**src/rtl/saturate_clip.sv**
```systemverilog
// saturate_clip: registered unsigned saturating narrower with overflow status; define SAT_OVF_CNT_EN to build the 16-bit overflow counter
module saturate_clip #(
  parameter int IN_W  = 10,
  parameter int OUT_W = 8
) (
  input  logic             clk,
  input  logic             rst,
  input  logic             in_valid,
  input  logic [IN_W-1:0]  din,
  input  logic             clr_sticky,
  output logic             out_valid,
  output logic [OUT_W-1:0] dout,
  output logic             ovf,
  output logic             ovf_sticky,
  output logic [15:0]      ovf_cnt
);
  localparam logic [IN_W-1:0] MAXV = IN_W'(2 ** OUT_W - 1);
  logic             sat;
  logic [OUT_W-1:0] clampv;
  logic             hit;
  // Clamp anything above the output range to all-ones; with IN_W == OUT_W sat folds to 0
  always_comb begin
    sat    = din > MAXV;
    clampv = sat ? MAXV[OUT_W-1:0] : din[OUT_W-1:0];
    hit    = in_valid & sat;
  end
  // Output stage: dout/ovf only load on valid samples, otherwise hold
  always_ff @(posedge clk) begin
    if (rst) begin
      out_valid <= 1'b0;
      dout      <= '0;
      ovf       <= 1'b0;
    end else begin
      out_valid <= in_valid;
      dout      <= in_valid ? clampv : dout;
      ovf       <= in_valid ? sat : ovf;
    end
  end
  // Sticky flag: a new overflow beats a simultaneous clear
  always_ff @(posedge clk) begin
    if (rst) ovf_sticky <= 1'b0;
    else     ovf_sticky <= hit | (ovf_sticky & ~clr_sticky);
  end
`ifdef SAT_OVF_CNT_EN
  // Overflow counter: saturates at all-ones, clear-with-overflow leaves 1
  always_ff @(posedge clk) begin
    if (rst)             ovf_cnt <= '0;
    else if (clr_sticky) ovf_cnt <= {15'd0, hit};
    else if (hit)        ovf_cnt <= (&ovf_cnt) ? ovf_cnt : ovf_cnt + 16'd1;
  end
`else
  assign ovf_cnt = 16'h0000;
`endif
endmodule

```
**config.mk**
```make
export PLATFORM = sky130hd
export DESIGN_NAME = saturate_clip
export DESIGN_NICKNAME = d
export VERILOG_FILES = /design/src/rtl/saturate_clip.sv
export SDC_FILE = /design/constraint.sdc
export NUM_CORES = 1
export LEC_CHECK = 0
export ABC_AREA = 1
export CORE_MARGIN = 5
export CORE_UTILIZATION = 34
export DETAILED_ROUTE_END_ITERATION = 7
export PLACE_DENSITY = 0.91
export SYNTH_ARGS = -nofsm -noshare
export SYNTH_HDL_FRONTEND = slang
export SYNTH_SLANG_ARGS = --single-unit
export TNS_END_PERCENT = 10
```
**constraint.sdc**
```tcl
create_clock -name clk -period 1.4 [get_ports clk]
set_clock_uncertainty 0.15 [all_clocks]
set_input_delay 0.14 -clock clk [delete_from_list [all_inputs] [get_ports clk]]
set_output_delay 0.14 -clock clk [all_outputs]
set_load 0.01 [all_outputs]
```
==> metrics, run 1 <==
simple-gate share of the synthesized area=0.0962; outcome=finished clean; Pre-antenna DRT Iters=2; Setup-failing EPs final=0; Via Count=457; Die Ht=49.1 um; post-synthesis cell count=63; Synth warnings=0; dominant cell type by area after synthesis=dfxtp_1; max_cap viols=0; Critical-path top delay cell=dfxtp_1; Skew-Pair Late Insertion Delay=0.27 ns; io pins=between 40 and 50; power per cell area=959 nW/um^2; total clock sinks=11; initial antenna violation count=0; PortBufs=24; R2R Path Start=dout[6]; RSZ-0062 raised after global routing=false; FILL cells=168; critical path class=flip-flop to output pin; Max VDD drop=approximately 0.60 mV; effective utilization at floorplan=0.354; Post-DP HPWL=985 um; switching share of power=0.274; synthesized area=520 um^2; Wirelength per Cell=about 11 um; Worst R2R End=dout[6]; Critical path buffers and inverters=1; CP max stage delay=0.36 ns; max-slew violations=0; via/cell ratio=4.19; number of global-route vias before repair=449; # DRC=0; largest family of logic cells by synthesized area=buffers and inverters; setup_tns=0 ns; buffer count from post-CTS setup fixing=0; arrival time at the worst endpoint=0.90 ns; xor and xnor area share after synthesis=0; Reg2Reg Setup Slack=0.61 ns; largest delay contributor family on the critical path=flip-flops; crit path capture=ovf; CP endpoint kind=output pin; worst r2r path cells=2; synth top area cells=dfxtp_1, buf_4, a21oi_1; HP Class=flip-flop to flip-flop; Layout area overhead=43.8%; DIE WIDTH=49.1 um; cells along the critical path=dlygate4sd2_1; Final Cycle Share=0.852; Clock power frac=0.308; required time worst endpoint=1.11 ns; grt ovf=0; Synth Area in Adders=0; GPL Wtd Cong=0.748; Die ar.=2410 um^2; post-route ant nets=0; critical path launch point type=flip-flop; CTS tree=built; Yosys reg bits=11; antenna diode count=0; Total Routed Length=1.21 mm; share of post-route cells with drive strength above 1=0.118; design internal power=approximately 520 uW; fin nets=108; Std-Cell Core Area=1470 um^2; mux cell area share after synthesis=0; post-synthesis average cell area=8.26 um^2; pre-CTS WS=0.0475 ns; Total GRT Usage=0.106; Reg clk slew, reported paths=0.07 ns; Detailed Route Iter0 Violations=2; switching pwr=between 150 and 200 uW; post-synthesis compound-gate area fraction=0.190; Lkg Pwr=0.368 nW; sequential area share after synthesis=0.423; top-area cell type share of the netlist area=0.423; row count=14; Yosys cell types=13; Setup WS post-layout=roughly 0.21 ns; Crit. Startpoint=ovf; Fin. Hold Viols=0; CTS Buf Count=3; Max Freq=around 840 MHz; pin count of the biggest net entering global routing=11; CTS Hold Bufs=0; Root Buffer=clkbuf_4; H-Tree Depth=1; Levels on crit path=1; clock buffer depth=2; sequential power share=0.483; CP max FO=2; first-pass GRT wire length=about 1.9 mm; min cycle time layout=between 1 and 1.5 ns; power share of the combinational group=0.209
==> worst min-delay path by stage <==
| stage | from | slack (ns) | cells after the start | endpoint |
|---|---|---|---|---|
| floorplan | rst | 0.06 | 1 | ovf |
| global placement | ovf_sticky | 0.30 | 2 | ovf_sticky |
| detailed placement | ovf_sticky | 0.31 | 2 | ovf_sticky |
| CTS | rst | 0.31 | 2 | out_valid |
| global route | ovf_sticky | 0.33 | 2 | ovf_sticky |
| finish | ovf_sticky | 0.31 | 2 | ovf_sticky |
==> sequential cells by signal, summed over array words and instances (netlist names) <==
register and cells:
dout 8, out_valid 1, ovf 1, ovf_sticky 1
==> layout by cell type, fill, tap and decap left out, types with 2 or more instances in the layout <==
cell / instances
nor2_1: 9
clkbuf_4: 3
buf_4: 4
a21oi_1: 10
dfxtp_1: 11
inv_1: 2
conb_1: 16
dlygate4sd2_1: 11
clkdlybuf4s50_1: 13
o21ai_0: 8
==> layout make-up <==
class / instances / area [um^2] / area share
clock buffer: 4 / 26.3 / 0.0351
inverter: 3 / 16.3 / 0.0217
multi-input combinational: 47 / 209 / 0.279
sequential: 11 / 220 / 0.294
tap: 16 / 20.0 / 0.0268
timing repair buffer: 28 / 256 / 0.343
==> routing by layer <==
layer | track usage | vias to the layer above | wire (um)
met1 | 0.0923 | 197 | 410
met3 | 0.0612 | 3 | 162
met4 | 0.0538 | 0 | 23
met2 | 0.187 | 26 | 614
li1 | - | 231 | -
met5 | 0 | - | 0
==> power by group through the flow <==
| stage | combinational, mW | clock (mW) | sequential (mW) |
|---|---|---|---|
| 2_1_floorplan | 0.0903 | 0 | 0.364 |
| 3_3_place_gp | 0.163 | 0 | 0.354 |
| 3_5_place_dp | 0.166 | 0 | 0.355 |
| 4_1_cts | 0.151 | 0.230 | 0.347 |
| 5_1_grt | 0.166 | 0.243 | 0.350 |
| 6_report | 0.150 | 0.221 | 0.346 |
==> tightest hold or removal path: stages, from the launching register on <==
cell     delay, ns
dfxtp_1       0.31
nand2_1       0.06
a21oi_1       0.05
==> cell usage after synthesis, drive strengths merged <==
library cell	number
buf	17
dfxtp	11
a21oi	10
nor2	10
o21ai	9
inv	2
nand2	2
clkinv	1
conb	1
==> through the flow <==
step	std cells	area (um^2)	utilization	power [mW]	hold WS, ns
4_1_cts	109	748	0.509	0.728	0.310
3_3_place_gp	105	736	0.500	0.517	0.300
2_1_floorplan	78	577	-	0.455	0.0591
5_1_grt	109	748	0.509	0.758	0.328
6_report	109	748	0.509	0.717	0.311
3_5_place_dp	105	736	0.500	0.521	0.308
==> cell families (layout without fill, tap and decap cells) <==
family,after synthesis,in the layout
compound gates,19,19
buf+inv,20,35
flops,11,11
other cells,1,16
simple gates,12,12
==> repair_timing <==
item | CTS | global route
gates resized for setup | 11 | 0
endpoints found under the setup margin | 11 | 0
endpoints found under the hold margin | 0 | 0
No activity file was read; power rests on OpenSTA's default activity.
==> inputs of run 2 (changes only) <==
--- a/config.mk
+++ b/config.mk
@@ -6,6 +6,7 @@
 export NUM_CORES = 1
 export LEC_CHECK = 0
 export ABC_AREA = 1
+export ABC_CLOCK_PERIOD_IN_PS = 1400
 export CORE_MARGIN = 5
 export CORE_UTILIZATION = 34
 export DETAILED_ROUTE_END_ITERATION = 7
==> results of run 2 <==
Final layout, timing and power as in run 1 (identical DEF).
